### src/rtl/sprite_compositor_if.sv
// Drawing bus between the bitmap blocks / VGA scan side and the compositor.
// The master drives per-pixel layer requests and receives the composited pixel
// and the per-frame collision report; the compositor sits on the slave side.
interface sprite_compositor_if #(
    parameter int NUM_LAYERS = 4,
    parameter int CNT_W      = 12
);
    localparam int SEL_W = $clog2(NUM_LAYERS) + 1;

    logic                             startOfFrame;
    logic                             pixelValid;
    logic [NUM_LAYERS-1:0]            drawingRequest;
    logic [NUM_LAYERS-1:0][7:0]       RGBin;
    logic [7:0]                       backGroundRGB;
    logic [7:0]                       RGBout;
    logic [SEL_W-1:0]                 layerSel;
    logic                             collisionValid;
    logic [NUM_LAYERS-1:0]            collisionMask;
    logic [CNT_W-1:0]                 overlapCount;

    modport master (
        output startOfFrame, pixelValid, drawingRequest, RGBin, backGroundRGB,
        input  RGBout, layerSel, collisionValid, collisionMask, overlapCount
    );

    modport slave (
        input  startOfFrame, pixelValid, drawingRequest, RGBin, backGroundRGB,
        output RGBout, layerSel, collisionValid, collisionMask, overlapCount
    );
endinterface

### src/rtl/sprite_compositor.sv
// Fixed-priority sprite compositor: layer 0 is frontmost. Produces a registered
// pixel stream plus a per-frame report of which layers overlapped and how many
// overlap pixels occurred (saturating). Reports describe the frame just closed.
module sprite_compositor #(
    parameter int NUM_LAYERS = 4,
    parameter int CNT_W      = 12
) (
    input  logic               clk,
    input  logic               reset,
    sprite_compositor_if.slave bus
);
    localparam int SEL_W = $clog2(NUM_LAYERS) + 1;

    typedef enum logic {WAIT_SOF, RUN} state_t;

    state_t                state, state_nxt;
    logic [NUM_LAYERS-1:0] req;
    logic                  overlap;
    logic [7:0]            win_rgb;
    logic [SEL_W-1:0]      win_sel;
    logic [7:0]            rgb_q;
    logic [SEL_W-1:0]      sel_q;
    logic                  acc_reload, acc_step, report;
    logic [NUM_LAYERS-1:0] acc_mask, rep_mask;
    logic [CNT_W-1:0]      acc_cnt, rep_cnt;
    logic                  rep_valid;

    assign req = bus.drawingRequest;
    // Two or more requests: clearing the lowest set bit leaves something behind.
    assign overlap = bus.pixelValid && ((req & (req - NUM_LAYERS'(1))) != '0);

    // Priority pick: scan back to front so the lowest requesting index wins.
    always_comb begin
        win_rgb = bus.backGroundRGB;
        win_sel = SEL_W'(NUM_LAYERS);
        for (int i = NUM_LAYERS - 1; i >= 0; i--) begin
            if (req[i]) begin
                win_rgb = bus.RGBin[i];
                win_sel = SEL_W'(i);
            end
        end
    end

    // Output pixel register; blanking forces black and the background index.
    always_ff @(posedge clk) begin
        if (reset || !bus.pixelValid) begin
            rgb_q <= 8'h00;
            sel_q <= SEL_W'(NUM_LAYERS);
        end else begin
            rgb_q <= win_rgb;
            sel_q <= win_sel;
        end
    end

    // Frame FSM state register.
    always_ff @(posedge clk) begin
        if (reset) state <= WAIT_SOF;
        else       state <= state_nxt;
    end

    // Next state: the first SOF after reset arms accumulation for good.
    always_comb begin
        state_nxt = state;
        if (state == WAIT_SOF && bus.startOfFrame) state_nxt = RUN;
    end

    // FSM outputs: SOF always restarts the accumulator with its own pixel;
    // only an SOF seen while running closes a frame worth reporting.
    always_comb begin
        acc_reload = bus.startOfFrame;
        report     = (state == RUN) && bus.startOfFrame;
        acc_step   = (state == RUN) && !bus.startOfFrame;
    end

    // Per-frame overlap accumulator with saturating pixel count.
    always_ff @(posedge clk) begin
        if (reset) begin
            acc_mask <= '0;
            acc_cnt  <= '0;
        end else if (acc_reload) begin
            acc_mask <= overlap ? req : '0;
            acc_cnt  <= overlap ? CNT_W'(1) : '0;
        end else if (acc_step && overlap) begin
            acc_mask <= acc_mask | req;
            if (acc_cnt != '1) acc_cnt <= acc_cnt + CNT_W'(1);
        end
    end

    // Report registers: one-cycle valid pulse, values held until the next report.
    always_ff @(posedge clk) begin
        if (reset) begin
            rep_valid <= 1'b0;
            rep_mask  <= '0;
            rep_cnt   <= '0;
        end else begin
            rep_valid <= report;
            if (report) begin
                rep_mask <= acc_mask;
                rep_cnt  <= acc_cnt;
            end
        end
    end

    assign bus.RGBout         = rgb_q;
    assign bus.layerSel       = sel_q;
    assign bus.collisionValid = rep_valid;
    assign bus.collisionMask  = rep_mask;
    assign bus.overlapCount   = rep_cnt;
endmodule

### src/flat_wrapper.sv
// flat-port wrapper written by rule: the top's interface ports become plain ports
module sprite_compositor_flat 
#(
    parameter int NUM_LAYERS = 4,
    parameter int CNT_W      = 12
)
  (clk, reset, bus_startOfFrame, bus_pixelValid, bus_drawingRequest, bus_RGBin, bus_backGroundRGB, bus_RGBout, bus_layerSel, bus_collisionValid, bus_collisionMask, bus_overlapCount);
  sprite_compositor_if #(.NUM_LAYERS(NUM_LAYERS), .CNT_W(CNT_W)) bus_i ();
  input  logic clk;
  input  logic reset;
  input wire logic [$bits(bus_i.startOfFrame)-1:0] bus_startOfFrame;
  input wire logic [$bits(bus_i.pixelValid)-1:0] bus_pixelValid;
  input wire logic [$bits(bus_i.drawingRequest)-1:0] bus_drawingRequest;
  input wire logic [$bits(bus_i.RGBin)-1:0] bus_RGBin;
  input wire logic [$bits(bus_i.backGroundRGB)-1:0] bus_backGroundRGB;
  output wire logic [$bits(bus_i.RGBout)-1:0] bus_RGBout;
  output wire logic [$bits(bus_i.layerSel)-1:0] bus_layerSel;
  output wire logic [$bits(bus_i.collisionValid)-1:0] bus_collisionValid;
  output wire logic [$bits(bus_i.collisionMask)-1:0] bus_collisionMask;
  output wire logic [$bits(bus_i.overlapCount)-1:0] bus_overlapCount;
  assign bus_i.startOfFrame = bus_startOfFrame;
  assign bus_i.pixelValid = bus_pixelValid;
  assign bus_i.drawingRequest = bus_drawingRequest;
  assign bus_i.RGBin = bus_RGBin;
  assign bus_i.backGroundRGB = bus_backGroundRGB;
  assign bus_RGBout = bus_i.RGBout;
  assign bus_layerSel = bus_i.layerSel;
  assign bus_collisionValid = bus_i.collisionValid;
  assign bus_collisionMask = bus_i.collisionMask;
  assign bus_overlapCount = bus_i.overlapCount;
  sprite_compositor #(.NUM_LAYERS(NUM_LAYERS), .CNT_W(CNT_W)) u_core (.clk(clk), .reset(reset), .bus(bus_i));
endmodule
### config.mk
export PLATFORM = sky130hd
export DESIGN_NAME = sprite_compositor_flat
export DESIGN_NICKNAME = d
export VERILOG_FILES = /design/src/rtl/sprite_compositor_if.sv /design/src/rtl/sprite_compositor.sv /design/src/flat_wrapper.sv
export SDC_FILE = /design/constraint.sdc
export NUM_CORES = 1
export LEC_CHECK = 0
export ABC_AREA = 1
export BUFFER_PORTS_ARGS = -buffer_cell sky130_fd_sc_hd__buf_4
export CORE_UTILIZATION = 25
export DETAILED_ROUTE_END_ITERATION = 7
export PLACE_DENSITY_LB_ADDON = 0.05
export SLEW_MARGIN = 5
export SYNTH_ARGS = -nofsm -noshare
export SYNTH_HDL_FRONTEND = slang
export SYNTH_SLANG_ARGS = --single-unit
### constraint.sdc
create_clock -name clk -period 2.6 [get_ports clk]
set_input_delay 0.39 -clock clk [delete_from_list [all_inputs] [get_ports clk]]
set_output_delay 0.39 -clock clk [all_outputs]
set_load 0.005 [all_outputs]
# After elaboration in Yosys (flattened, before gate mapping)
# Cells that the tools add are included.
[word_totals]
regBits = 45
out_inout_bits = 28
wordCells = 45
[classes]
addsub = 2
n_eq_ne = 1
muxes = 15
n_bitwise = 3
reduce_logical = 14
[ops]
columns = ["op", "n"]
rows = [
  ["two-way mux 12 bit", 3],
  ["two-way mux 8 bit", 4],
  ["adder 12 x 1 -> 12 bit, second input constant", 1],
  ["two-way mux 3 bit", 4],
  ["two-way mux 4 bit", 3],
  ["inequality test 12 bit, second input constant", 1],
  ["logical AND 1 bit", 5],
  ["bitwise AND 4 bit", 1],
  ["OR 4 bit", 1],
  ["nonzero test 2 bit", 2],
  ["nonzero test 4 bit", 1],
  ["subtractor 4 x 1 -> 4 bit, second input constant", 1],
  ["OR reduction 3 bit", 1],
  ["logical NOT 1 bit", 2],
  ["AND reduction 2 bit", 1],
  ["OR reduction 2 bit", 1],
  ["logical OR 1 bit", 1],
  ["two-way mux 1 bit", 1],
  ["inverter 1 bit", 1],
]

# Depth between registers and ports, before layout
[depth]
word_depth = 7
ltp_mapped = 10

# Least setup slack after synthesis
# No wires, ideal clock.
[synth_timing]
path_type = "register -> register"
startpoint = "register u_core.acc_cnt[0]"
endpoint = "register u_core.acc_cnt[5]"
setup_ps = 68
arrival_ps = 1399
required_ps = 2532
setup_slack_ps = 1133
stages_incl_launch_ff = 10
path_buffers = 0
period_less_slack_ps = 1467
cell_sequence = "dfxtp_1 ha_1 nand2_2 nor2_2 nand2_2 nor2_4 nand2_4 nand2_4 nand2_1 a21oi_2"
[synth_via]
elab_chain_len = 4
[synth_rtl]
columns = ["item", "line_no", "rtl"]
rows = [
  ["from (decl)", "sprite_compositor.sv:25", "logic [CNT_W-1:0] acc_cnt, rep_cnt;"],
  ["from (signal assigned)", "sprite_compositor.sv:82", "acc_cnt <= overlap ? CNT_W'(1) : '0;"],
  ["from (signal assigned)", "sprite_compositor.sv:85", "if (acc_cnt != '1) acc_cnt <= acc_cnt + CNT_W'(1);"],
  ["adder 12 x 1 -> 12 bit", "sprite_compositor.sv:85", ""],
  ["two-way mux 12 bit", "sprite_compositor.sv:85", ""],
  ["two-way mux 12 bit", "sprite_compositor.sv:83", "end else if (acc_step && overlap) begin"],
  ["two-way mux 12 bit", "sprite_compositor.sv:80", "end else if (acc_reload) begin"],
]
# Several ways; a longest one is shown, not always the timed one. The select of a mux whose other input is x is not followed.
# A chain may end at the register's enable or synchronous reset.

# Final worst setup path
[layout_timing]
startpoint = "register u_core.acc_cnt[0]"
endpoint = "register u_core.acc_cnt[9]"
# Same word-level chain as after synthesis.

==> results.txt <==
- In the final routed layout, each cell accounts on average for ~13 um.
- The count of final max-slew check failures is 0.
* Vias per Instance: approximately 4.5
* Element type at the critical path start: flop
- Mean instance size in the synthesized netlist: 6.843 um2
* Status: complete, no violations
- Power per standard cell area: 495.3 nW/um2
- The netlist uses 27 different library cells.
* Portion of the post-synthesis area used by sequential elements: 0.4089
- Resized cells post-CTS: 0
* Worst path top cell family by delay: simple AND/OR/NAND/NOR gates
- Headroom to the max-slew limit came out at 0.5188.
- The area growth from synthesis to layout is 34.64%.
* Number of nets in the final layout: 444
- The via count of the first global-routing pass was roughly 2100.
- Commonest cells after routing, fill and taps aside: sky130_fd_sc_hd__nand2_1 (84), sky130_fd_sc_hd__buf_4 (77), sky130_fd_sc_hd__nor2_1 (45), sky130_fd_sc_hd__dfxtp_1 (45), sky130_fd_sc_hd__inv_1 (32)
- Transition time at the pin with the least slew margin: just over 0.7 ns
- Total Routed Length: between 6 and 7 mm
- Post-synth top area share: 0.4089
- Die Span Y: 95.88 um
- Setup violations remaining at the end of the flow were counted as 0.
* Leakage: 1.332 nW
- The detailed router placed 2251 vias in this run.
- The core region is 8382 um2.
- Hold repair after CTS inserted 0 buffers.
* Count of buffering cells on the critical path with inverters included: 0
- The final count of hold timing violations came to 0.
* Remaining antenna violation count after routing: 0
* I/O pin cnt: 76
- TritonCTS clock tree: built
* Row count: 33
- Clock net sink count: 45
- The number of nets in the synthesized netlist is between 300 and 400.
- Maximum fanout count along the critical path: 10
* RSZ-0062 raised after global routing: false
- Summing all multi-input logic gate instances after layout gives between 1000 and 1500 um2.
- Die outline area: 9193 um2
- Die boundary width: about 96 um
* Cell area after technology mapping: between 2000 and 2500 um2
- STA classifies the critical path endpoint as a flop.
- Number of inserted diodes: 0
- Cell with the largest stage delay on the worst path: sky130_fd_sc_hd__dfxtp_1
- The first global-routing pass estimated between 10 and 15 mm of wire.
- Synthesized netlist cell count: between 300 and 400
- Required time of the critical path: 2.83 ns
* Largest net degree at the start of global routing: 31
* Fraction of final layout cells with drive strength greater than 1: 0.2582
- Number of I/O port buffers: 75
- Number of violations of the max-capacitance limit: 0
- CTS clk-pin slew, worst paths: around 0.08 ns
* Antenna violations before repair: 0
- Routability congestion estimate from global placement: 0.8333
- Worst setup path class: flop to flop
- Hold Crit Class: primary input to flop
- The tree is rooted in a sky130_fd_sc_hd__clkbuf_8.
* Sum Neg Setup Slack: 0 ns
* Worst vdd ir: between 0.0003 and 0.0004 V
* Global Route Usage Sum: 0.1493
- Cell taking the most area after synthesis: sky130_fd_sc_hd__dfxtp_1
* Pre-Repair DR Iteration Count: 4
- The layout has slightly above 900 filler cells.
* Final std cell area, no fill: between 2000 and 3000 um2
- After clock tree synthesis, the setup repair step added 0 buffers.
- Crit path largest cell delay: 0.45 ns
* Total of flip-flops plus latches after synthesis: 45
- Between clock sinks in the finished design, the worst skew comes to around 0.0045 ns.
- Data arrival at the endpoint of the critical path: 1.93 ns
- Clk_lat worst skew: between 0.2 and 0.3 ns
* Period utilisation layout: 0.6502
* Cell-by-cell trace of the critical path: ha_1 > nand2_2 > nor2_2 > nand2_2 > nor2_4 > nand2_4 > nand2_4 > nand2_1 > a21oi_2
- For this run, design rule violations remaining after detail routing come to 0.
- Count of H-tree levels built during CTS: 2
* Drt first-iter violations: between 100 and 150
* Top post-synthesis cells by area: sky130_fd_sc_hd__dfxtp_1 (41%), sky130_fd_sc_hd__nand2_1 (14%), sky130_fd_sc_hd__nor2_1 (7.7%)
- Detailed-placement wirelength estimate: ~5 mm
- Once placement finished, the instance area stood at around 2900 um2.
- Yosys printed 0 warnings.
- Most frequent standard cell in the layout excluding fill and tap cells: sky130_fd_sc_hd__nand2_1
- Initial cell density of the core: 0.2629
* Post-layout minimum cycle time: between 1.5 and 2 ns
* Maximum number of buffers from clock root to sink: 2
- Sequential cell area in the final layout: around 900 um2
- GRT Residual Overflow: 0
* Inserted Clock Buffers: 5
- Based on the critical path, the design can be clocked at up to around 590 MHz.
- The worst register-to-register path has a setup slack of around 0.91 ns.
-- path summary, 6_finish.rpt --
kind | to | from | cells after the start
hold reg to reg | u_core.bus.collisionMask[3] | u_core.acc_mask[3] | 2
setup reg to reg | u_core.acc_cnt[9] | u_core.acc_cnt[0] | 9
setup / recovery | u_core.acc_cnt[9] | u_core.acc_cnt[0] | 9
hold / removal | u_core.bus.layerSel[0] | bus_drawingRequest[0] | 2
-- flip-flops by register name, summed over array words and instances, names as in the netlist --
| register | count |
|---|---|
| u_core.acc_cnt | 12 |
| u_core.bus.layerSel | 3 |
| u_core.acc_mask | 4 |
| u_core.state | 1 |
| u_core.bus.collisionValid | 1 |
| u_core.bus.collisionMask | 4 |
| u_core.bus.overlapCount | 12 |
| u_core.bus.RGBout | 8 |
-- per-stage QoR --
stage / std cells / power [mW] / worst slack (ns) / utilization / hold slack (ns)
floorplan: 322 / 0.8496 / 1.133 / - / 0.4242
global route: 500 / 1.560 / 0.7195 / 0.3539 / 0.3090
finish: 500 / 1.469 / 0.9094 / 0.3539 / 0.3237
CTS: 500 / 1.506 / 0.9283 / 0.3539 / 0.3044
detailed placement: 493 / 0.9733 / 0.8670 / 0.3415 / 0.4480
global placement: 493 / 0.9745 / 0.8596 / 0.3415 / 0.4436
-- cell type report --
class,instances,share of cell area
clock buffers,5,0.02320
clock inverters,2,0.01181
inverters,33,0.04175
multi-input cells,233,0.3804
flip-flops and latches,45,0.3037
well taps,105,0.04429
repair buffers,77,0.1949
-- synthesized netlist by cell type, drive strengths merged --
cell type and count:
nand2 91, nor2 50, dfxtp 45, inv 32
a21oi 25, o21ai 23, nand3 16, nand4 12
clkbuf 9, o211ai 8, buf 2, nor3b 2
a21boi 1, a22oi 1, clkinv 1, ha 1
nand3b 1, nor3 1, nor4 1
-- metal layers --
metal | vias up | track usage | wire length (um)
li1 | 1191 | - | -
met1 | 1001 | 0.1981 | 3262
met2 | 52 | 0.2399 | 2843
met3 | 7 | 0.03791 | 307
met4 | 0 | 0.03980 | 86
met5 | - | 0 | 0
-- power by group --
group          total [mW]  leakage (nW)  internal [mW]  switching [mW]
combinational       0.221         0.910          0.108           0.113
clock               0.516        0.0540          0.280           0.236
sequential          0.732         0.368          0.719          0.0135
total                1.47          1.33           1.11           0.363
-- logic make-up (layout without fill, tap and decap cells) --
kind of cell | count (synthesis) | count (layout) | synth area share
simple gates | 174 | 174 | 0.3583
compound gates | 58 | 58 | 0.1482
flops | 45 | 45 | 0.4089
buf+inv | 44 | 117 | 0.07893
fa+ha+maj | 1 | 1 | 0.005678
No activity file was read; power rests on OpenSTA's default activity.
